### config.mk
export PLATFORM = sky130hd
export DESIGN_NAME = bird_physics_flat
export DESIGN_NICKNAME = d
export VERILOG_FILES = /design/src/rtl/bird_physics_if.sv /design/src/rtl/bird_physics.sv /design/src/flat_wrapper.sv
export SDC_FILE = /design/constraint.sdc
export NUM_CORES = 1
export LEC_CHECK = 0
export CAP_MARGIN = 20
export CORE_MARGIN = 3
export CORE_UTILIZATION = 52
export DETAILED_ROUTE_END_ITERATION = 7
export PLACE_DENSITY = 0.88
export SLEW_MARGIN = 20
export SYNTH_ARGS = -nofsm -noshare
export SYNTH_HDL_FRONTEND = slang
export SYNTH_SLANG_ARGS = --single-unit
### constraint.sdc
create_clock -name clk -period 4 [get_ports clk]
set_clock_uncertainty 0.05 [all_clocks]
set_input_delay 0.6 -clock clk [delete_from_list [all_inputs] [get_ports clk]]
set_output_delay 0.6 -clock clk [all_outputs]
set_load 0.01 [all_outputs]
### src/rtl/bird_physics_if.sv
// bird_physics_if: controller <-> bird physics signal bundle.
// master = game controller, slave = bird_physics.
interface bird_physics_if;
    logic       enable;
    logic       restart;
    logic       flap_button;
    logic [9:0] bird_y;
    logic [7:0] bird_vel;
    logic       frame_tick;
    logic       hit_floor;
    logic       hit_ceiling;

    modport master (
        output enable, restart, flap_button,
        input  bird_y, bird_vel, frame_tick, hit_floor, hit_ceiling
    );

    modport slave (
        input  enable, restart, flap_button,
        output bird_y, bird_vel, frame_tick, hit_floor, hit_ceiling
    );
endinterface

### src/rtl/bird_physics.sv
// bird_physics: per-frame gravity/flap integrator for the bird's vertical position.
// Define FLAP_SYNC_EN to pass flap_button through a 2-flop synchronizer first.
module bird_physics #(
    parameter int SCREEN_HEIGHT  = 480,
    parameter int BIRD_HEIGHT    = 20,
    parameter int BIRD_Y_START   = 230,
    parameter int GRAVITY        = 1,
    parameter int FLAP_VELOCITY  = 8,
    parameter int MAX_FALL_SPEED = 10,
    parameter int FRAME_DIV      = 833333
) (
    input logic           clk,
    input logic           reset,
    bird_physics_if.slave bp
);
    localparam int CW = $clog2(FRAME_DIV);
    localparam logic [CW-1:0] CNT_LAST = CW'(FRAME_DIV - 1);
    localparam logic [11:0] FLOOR_Y = 12'(SCREEN_HEIGHT - BIRD_HEIGHT);
    localparam logic [9:0] Y_START = 10'(BIRD_Y_START);
    localparam logic signed [11:0] GRAV_S = 12'(GRAVITY);
    localparam logic signed [11:0] MAXF_S = 12'(MAX_FALL_SPEED);
    localparam logic signed [7:0] FLAP_S = 8'(-FLAP_VELOCITY);

    typedef enum logic [1:0] {IDLE, FLY, GROUNDED} state_t;

    state_t r_state;
    logic [CW-1:0] r_cnt;
    logic r_tick;
    logic [9:0] r_y;
    logic signed [7:0] r_vel;
    logic r_pend;
    logic r_prev;
    logic r_hf;
    logic r_hc;

    logic w_btn;
    logic w_edge;
    logic w_flap;
    logic signed [11:0] w_vg;
    logic signed [7:0] w_vn;
    logic [11:0] w_yn;
    logic w_ceil;
    logic w_floor;

    always_ff @(posedge clk or negedge reset) begin
        if (!reset) begin
            r_cnt  <= '0;
            r_tick <= 1'b0;
        end else if (r_cnt == CNT_LAST) begin
            r_cnt  <= '0;
            r_tick <= 1'b1;
        end else begin
            r_cnt  <= r_cnt + CW'(1);
            r_tick <= 1'b0;
        end
    end

`ifdef FLAP_SYNC_EN
    logic [1:0] r_sync;

    always_ff @(posedge clk or negedge reset) begin
        if (!reset) r_sync <= 2'b00;
        else        r_sync <= {r_sync[0], bp.flap_button};
    end

    assign w_btn = r_sync[1];
`else
    assign w_btn = bp.flap_button;
`endif

    always_ff @(posedge clk or negedge reset) begin
        if (!reset) r_prev <= 1'b0;
        else        r_prev <= w_btn;
    end

    // An edge arriving on the update cycle is folded straight into that update.
    assign w_edge = w_btn & ~r_prev & bp.enable & (r_state != GROUNDED);
    assign w_flap = r_pend | w_edge;

    assign w_vg = {{4{r_vel[7]}}, r_vel} + GRAV_S;
    assign w_vn = w_flap ? FLAP_S
                : ((w_vg > MAXF_S) ? MAXF_S[7:0] : w_vg[7:0]);
    assign w_yn = {2'b00, r_y} + {{4{w_vn[7]}}, w_vn};
    assign w_ceil = w_yn[11];
    assign w_floor = !w_yn[11] && (w_yn >= FLOOR_Y);

    always_ff @(posedge clk or negedge reset) begin
        if (!reset) begin
            r_state <= IDLE;
            r_y     <= Y_START;
            r_vel   <= '0;
            r_pend  <= 1'b0;
            r_hf    <= 1'b0;
            r_hc    <= 1'b0;
        end else begin
            r_hc <= 1'b0;
            if (bp.restart) begin
                r_state <= IDLE;
                r_y     <= Y_START;
                r_vel   <= '0;
                r_pend  <= 1'b0;
                r_hf    <= 1'b0;
            end else begin
                unique case (r_state)
                    IDLE: begin
                        if (w_edge) r_pend <= 1'b1;
                        if (bp.enable) r_state <= FLY;
                    end
                    FLY: begin
                        if (r_tick && bp.enable) begin
                            r_pend <= 1'b0;
                            unique case (1'b1)
                                w_ceil: begin
                                    r_y   <= '0;
                                    r_vel <= '0;
                                    r_hc  <= 1'b1;
                                end
                                w_floor: begin
                                    r_y     <= FLOOR_Y[9:0];
                                    r_vel   <= '0;
                                    r_hf    <= 1'b1;
                                    r_state <= GROUNDED;
                                end
                                default: begin
                                    r_y   <= w_yn[9:0];
                                    r_vel <= w_vn;
                                end
                            endcase
                        end else if (w_edge) begin
                            r_pend <= 1'b1;
                        end
                    end
                    GROUNDED: r_pend <= 1'b0;
                    default:  r_state <= IDLE;
                endcase
            end
        end
    end

    assign bp.bird_y      = r_y;
    assign bp.bird_vel    = r_vel;
    assign bp.frame_tick  = r_tick;
    assign bp.hit_floor   = r_hf;
    assign bp.hit_ceiling = r_hc;
endmodule

### src/flat_wrapper.sv
// flat-port wrapper written by rule: the top's interface ports become plain ports
module bird_physics_flat 
#(
    parameter int SCREEN_HEIGHT  = 480,
    parameter int BIRD_HEIGHT    = 20,
    parameter int BIRD_Y_START   = 230,
    parameter int GRAVITY        = 1,
    parameter int FLAP_VELOCITY  = 8,
    parameter int MAX_FALL_SPEED = 10,
    parameter int FRAME_DIV      = 833333
)
  (clk, reset, bp_enable, bp_restart, bp_flap_button, bp_bird_y, bp_bird_vel, bp_frame_tick, bp_hit_floor, bp_hit_ceiling);
  bird_physics_if bp_i ();
  input logic clk;
  input logic reset;
  input wire logic [$bits(bp_i.enable)-1:0] bp_enable;
  input wire logic [$bits(bp_i.restart)-1:0] bp_restart;
  input wire logic [$bits(bp_i.flap_button)-1:0] bp_flap_button;
  output wire logic [$bits(bp_i.bird_y)-1:0] bp_bird_y;
  output wire logic [$bits(bp_i.bird_vel)-1:0] bp_bird_vel;
  output wire logic [$bits(bp_i.frame_tick)-1:0] bp_frame_tick;
  output wire logic [$bits(bp_i.hit_floor)-1:0] bp_hit_floor;
  output wire logic [$bits(bp_i.hit_ceiling)-1:0] bp_hit_ceiling;
  assign bp_i.enable = bp_enable;
  assign bp_i.restart = bp_restart;
  assign bp_i.flap_button = bp_flap_button;
  assign bp_bird_y = bp_i.bird_y;
  assign bp_bird_vel = bp_i.bird_vel;
  assign bp_frame_tick = bp_i.frame_tick;
  assign bp_hit_floor = bp_i.hit_floor;
  assign bp_hit_ceiling = bp_i.hit_ceiling;
  bird_physics #(.SCREEN_HEIGHT(SCREEN_HEIGHT), .BIRD_HEIGHT(BIRD_HEIGHT), .BIRD_Y_START(BIRD_Y_START), .GRAVITY(GRAVITY), .FLAP_VELOCITY(FLAP_VELOCITY), .MAX_FALL_SPEED(MAX_FALL_SPEED), .FRAME_DIV(FRAME_DIV)) u_core (.clk(clk), .reset(reset), .bp(bp_i));
endmodule
==> reports/metrics.yaml <==
synth:
  synth_area_leaders: "dfrtp_1 34%, ha_1 8.6%, xor2_1 4.8%"
  synthSimpleGateAreaFrac_pct: 20.1
  synth_edf_count: 0
  synth_ff_type: "dfrtp_1"
  synthXorXnorAreaFrac_pct: 8.45
  synth.ff_latch_count: 45
  async_flop_share_pct: 100
  synth_top_family_by_area: "simple AND/OR/NAND/NOR gates"
  muxShareOfSynthArea_pct: 1.03
  syn_area_sq_um: 2900
  postSynthCellCount: 300
  yosys.area.top_type: "dfrtp_1"
  avgSynthCellArea_sq_um: 9.67
  yosysWarnings: 0
  synth_top_area_share_pct: 34.5
  synth-adder-area-share_pct: 9.31
  synth_compound_area_share_pct: 18.9
  synth_seq_area_share_pct: 39.0
  yosysUniqueCellTypes: 58
  syn_nets: 326
critical_path:
  r2r-start: "u_core.bp.bird_vel[0]$_DFFE_PN0P_"
  endpoint: "u_core.bp.bird_vel[2]$_DFFE_PN0P_"
  crit_type: "register to register"
  reg2reg_slack_ns: -0.63
  arrival_ns: 4.83
  worstPathRequired_ns: 4.19
  timing.rr.end: "u_core.bp.bird_vel[2]$_DFFE_PN0P_"
  r2r_cells: 23
  startpoint_type: "register"
  cp_max_fo: 7
  crit_start: "u_core.bp.bird_vel[0]$_DFFE_PN0P_"
  endpoint_kind: "register"
layout:
  syn2layout_area_growth_pct: 47.6
  final_util_pct: 81.8
  most-common-layout-cells: "74 x buf_4, 38 x dfrtp_1, 33 x nor2_1"
  diodes: 0
  fin_area_sq_um: 4280
  num-nets-final: 434
  fill_cells: 277
  final_common_cell: "buf_4"
  drive_above_1_share_pct: 37.9
run_status:
  violations: "negative setup slack"
  status: "complete, but fails checks"
floorplanning:
  start_util_pct: 55.4
  fp.dieW_um: 80.7
  core-area_sq_um: 5240
  die_y_um: 80.7
  die_area_sq_um: 6510
  io_pins: 26
  rows: 26
timing:
  worstMarginPinSlew_ns: 0.993
  post-route-period-util_pct: 116
  final.setup.tns_ns: -10.77
  max_freq_mhz: 216
  setup_viol: 21
  finalHoldViolations: 0
  timing.slew.headroom_pct: 33.8
  slew_violations: 0
  finalWorstSetupSlack_ns: -0.634
  rsz0062_at_grt: "yes"
  fin_crit_ns: 4.63
  hold_slack_ns: 0.390
clock_tree:
  clkTransAtPathRegs_ns: 0.10
  cts_buffers: 5
  cts-root-buf: "clkbuf_8"
  clock_path_buffers: 2
  cts_sinks: 45
  clk_latency_ns: 0.31
  cts_max_level: 2
  cts_hold_buf: 0
  cts_tree: "built"
power:
  p_leak_nw: 1.91
  p_per_area_nw_per_um2: 379
  vdd_ir_drop_max_mv: 0.245
global_route:
  grt_usage_pct: 29.5
  antenna_found_initial: 0
  grt_pass1_wl_um: 14600
  overflow: 0
  grt_pass1_vias: 2904
  grt_max_degree: 46
flow_run:
  max-cap-violations: 0
drt:
  routed_wl_um: 9480
  drtPass1Iterations: 5
  top_layer: "met4"
  via_per_inst: 6.22
  wl_per_cell_um: 19.8
  drc: 0
  drt-initial-drc-count: 180
  met3WireLength_um: 672
  drtAntennaViolNets: 0
  num_vias: 2979
  wl_met2_um: 4520
  wl_met1_um: 3750
placed_design:
  io_buffers: 25
  place_ws_ns: -0.448
  post_dp_cell_area_sq_um: 3650
  hpwlAfterDp_um: 5210
  place_congestion: 0.994
hold_path:
  hp-class: "primary input to async pin"
per-layer routing:
layer / vias to the layer above / global-route usage [%]
met3: 56 / 6.50
met1: 1455 / 36.1
met2: 175 / 48.6
met4: 0 / 15.7
met5: - / 0
li1: 1293 / -
state kept, by name (all words and copies together) (netlist names):
name                   cells
u_core.bp.hit_ceiling      1
u_core.r_state             2
u_core.bp.bird_y          10
u_core.bp.frame_tick       1
u_core.r_cnt              20
u_core.r_pend              1
u_core.r_prev              1
u_core.bp.hit_floor        1
u_core.bp.bird_vel         8
critical path, stage by stage, from the launching register on:
cell,delay [ns]
dfrtp_2,0.47
ha_4,0.30
nor2_4,0.04
o2bb2ai_2,0.15
a211o_1,0.25
a31oi_4,0.13
o22ai_4,0.25
nand2_2,0.12
buf_4,0.16
buf_6,0.11
nor2_4,0.14
ha_4,0.22
o211ai_1,0.19
buf_4,0.18
nor3_1,0.06
a2111oi_2,0.36
xor2_1,0.21
buf_4,0.16
o41ai_4,0.07
buf_4,0.17
nor4b_4,0.34
buf_6,0.19
a31oi_1,0.09
a31oi_1,0.15
area by class of cell:
type / count / area, sq um / area share (%)
timing repair buffer: 108 / 920 / 21.5
sequential: 45 / 1130 / 26.5
inverter: 15 / 56.3 / 1.31
clock inverter: 3 / 48.8 / 1.14
tap: 70 / 87.6 / 2.04
clock buffer: 5 / 68.8 / 1.61
multi-input combinational: 233 / 1970 / 45.9
what timing repair did:
item,4_1_cts,5_1_grt
gates resized for setup,50,8
endpoints found under the setup margin,20,21
pin swaps,37,13
setup buffers,24,6
report_power, final:
part | internal (mW) | switching [mW]
clock | 0.191 | 0.182
combinational | 0.412 | 0.369
sequential | 0.464 | 0.00667
total | 1.07 | 0.557
synth_stat cells (4+ instances only):
cell type  number
a211o_1         4
nand2b_1        6
a21o_1          4
nand2_1        22
inv_1          15
xnor2_1        12
nor2_1         35
a31oi_1         5
dfstp_2         5
o21ai_0        11
a21oi_1        15
nor3_1          4
nor4_1          4
a22o_1          5
dfrtp_1        40
nand3_1        11
clkbuf_1        5
xor2_1         16
ha_1           20
nand4_1         7
stage by stage:
stage / instances / total power, mW
floorplan: 300 / 0.745
global placement: 442 / 0.955
detailed placement: 442 / 0.971
CTS: 473 / 1.51
global route: 479 / 1.68
finish: 479 / 1.62
worst min-delay path by stage:
stage / start / end / slack, ns / depth (start not counted)
4_1_cts: reset / u_core.bp.bird_vel[6]$_DFFE_PN0P_ / 0.43 / 1
3_5_place_dp: u_core.r_cnt[6]$_DFF_PN0_ / u_core.r_cnt[6]$_DFF_PN0_ / 0.44 / 1
5_1_grt: reset / u_core.bp.bird_vel[5]$_DFFE_PN0P_ / 0.46 / 1
2_1_floorplan: reset / u_core.bp.bird_vel[0]$_DFFE_PN0P_ / 0.25 / 0
6_report: reset / u_core.bp.bird_vel[6]$_DFFE_PN0P_ / 0.39 / 1
3_3_place_gp: u_core.r_cnt[17]$_DFF_PN0_ / u_core.r_cnt[17]$_DFF_PN0_ / 0.43 / 1
cells by family (layout without fill, tap and decap cells):
group	Yosys count	count (layout)
fa+ha+maj	21	21
compound gates	69	69
xor+xnor	28	28
flops	45	45
buf+inv	22	131
simple gates	112	112
mux	3	3
Power figures use the tool's default switching activity.
==> edit, RTL diff (config.mk and constraints unchanged) <==
`FRAME_DIV` is set to 833333 in 2 places; all go to 208333.
--- a/src/rtl/bird_physics.sv
+++ b/src/rtl/bird_physics.sv
@@ -8,5 +8,5 @@
     parameter int FLAP_VELOCITY  = 8,
     parameter int MAX_FALL_SPEED = 10,
-    parameter int FRAME_DIV      = 833333
+    parameter int FRAME_DIV      = 208333
 ) (
     input logic           clk,
--- a/src/flat_wrapper.sv
+++ b/src/flat_wrapper.sv
@@ -8,5 +8,5 @@
     parameter int FLAP_VELOCITY  = 8,
     parameter int MAX_FALL_SPEED = 10,
-    parameter int FRAME_DIV      = 833333
+    parameter int FRAME_DIV      = 208333
 )
   (clk, reset, bp_enable, bp_restart, bp_flap_button, bp_bird_y, bp_bird_vel, bp_frame_tick, bp_hit_floor, bp_hit_ceiling);
Function: same outputs for any inputs over 10 cycles, from zero or initial values and one cycle with reset low; that may be too few to reach the edited logic, so the function may still have changed.
==> edit against the original RTL <==
Sequential power shrank 4%. Final cell count fell by 1.9%. The flow still finishes with violations (negative setup slack). Power is 15% lower. Sequential cell count fell by 2. Critical path type unchanged. Synthesized cell count grew 2.3%. Final area shrank 3.3%. Worst setup slack better by 450 ps. Wire length rose by 1.8%. Combinational power fell by 17%. Synthesized area hardly changed. Hold slack better by 3.6 ps.
==> edit: results <==
export IMPL_status="finished with violations"
export IMPL_failed_checks="negative setup slack"
export IMPL_worstPathMaxFanout=3
export IMPL_vias=3006
export IMPL_cts_setup_buffers=5
export IMPL_power_leakage_nw=1.79
export IMPL_grtUsageTotal_pct=27.2
export IMPL_grt_pass1_vias=2825
export IMPL_wl_met3_um=824
export IMPL_grt_max_degree=44
export IMPL_synth_seq_area_share_pct=37.3
export IMPL_synth_nets=333
export IMPL_largest_reg_flops=18
export IMPL_crit_family="compound AO/OA/AOI/OAI gates"
export IMPL_drc=0
export IMPL_gp_congestion=1.01
export IMPL_highest_layer="met4"
export IMPL_cp_arrival_ps=4360
export IMPL_rr_worst_depth=18
export IMPL_grt_pass1_wl_um=13600
export IMPL_synthTopCellsByArea="dfrtp_1 33%, ha_1 8.6%, dfstp_2 4.5%"
export IMPL_route_met2_wl_um=4680
export IMPL_crit_type="register to register"
export IMPL_ys_types=62
export IMPL_clkTransAtPathRegs_ps=90
export IMPL_cts_buffers_inserted=5
export IMPL_met1Wirelength_um=3630
export IMPL_place_area_sq_um=3650
export IMPL_dp_final_hpwl_um=5750
export IMPL_drt_pass1_iterations=7
export IMPL_crit_reg2reg_capture="u_core.r_state[0]$_DFFE_PN0P_"
export IMPL_drt_initial_drc_count=337
export IMPL_setup_violations=20
export IMPL_fin_nets=425
export IMPL_worst_slack_ps=-188
export IMPL_yosys_warnings=0
export IMPL_cts_resized_gates=21
export IMPL_crit_path_top_delay_cell="a2111o_1"
export IMPL_critPathLaunch="u_core.bp.bird_vel[1]$_DFFE_PN0P_"
export IMPL_synthFlopType="dfrtp_1"
export IMPL_p_int_mw=0.856
export IMPL_drive_gt1_share_pct=34.8
export IMPL_top_register="u_core.r_cnt"
export IMPL_synthTopCellsByCount="38 x dfrtp_1, 25 x nor2_1, 21 x nand2_1"
export IMPL_cts_root_buf="clkbuf_8"
export IMPL_ir_worst_vdd_mv=0.218
export IMPL_avgRoutedWirePerCell_um=20.5
export IMPL_hp_class="input port to async pin"
export IMPL_worst_pin_slew_ps=1000
export IMPL_cts_buffer_depth=2
export IMPL_clk_latency_ps=310
## edit: cell types whose count changed in the layout (fill, tap and decap cells not counted), moves of 5 or more
| cell | before | now |
|---|---|---|
| a32o_1 | 0 | 7 |
| nand3_1 | 8 | 13 |
| buf_6 | 7 | 2 |
| nor2_1 | 33 | 24 |
| buf_4 | 74 | 66 |
| inv_1 | 14 | 20 |
| a22o_1 | 5 | 0 |
| a21oi_1 | 9 | 14 |
| xor2_1 | 16 | 10 |
## edit: area by class of cell
class,instances,area [sq um]
Clock buffer,6,72.6
Clock inverter,2,12.5
Fill cell,296,1100
Inverter,21,78.8
Multi-Input combinational cell,235,2040
Sequential cell,43,1080
Tap cell,70,87.6
Timing Repair Buffer,93,763
## edit: power by group through the flow
stage                     sequential (mW)  combinational (mW)  clock [mW]
after CTS                           0.451               0.535       0.287
final                               0.452               0.652       0.284
after floorplan                     0.457               0.297           0
after global placement              0.459               0.475           0
after detailed placement            0.459               0.492           0
after global routing                0.453               0.680       0.305
## edit: cell families (layout without fill, tap and decap cells)
| group | Yosys count | count (layout) | share of synthesized area (%) |
|---|---|---|---|
| buf+inv | 29 | 122 | 4.09 |
| fa+ha+maj | 21 | 21 | 9.31 |
| xor+xnor | 26 | 26 | 7.84 |
| flops | 43 | 43 | 37.3 |
| mux | 4 | 4 | 1.38 |
| compound gates | 76 | 76 | 20.4 |
| simple gates | 108 | 108 | 19.7 |
## edit: metal layers
layer  vias up  global-route usage, %
met2       208                   45.9
met4         0                   10.3
li1       1299                      -
met1      1441                   35.0
met3        58                   4.77
met5         -                      0
## edit: metrics by stage
step,setup slack [ps],instances,hold slack [ps],TNS [ps]
finish,-188,470,394,-2450
global route,-307,470,460,-4600
CTS,2.19,465,426,0
detailed placement,-581,453,453,-7650
global placement,-376,453,425,-4480
floorplan,9.99,307,254,0
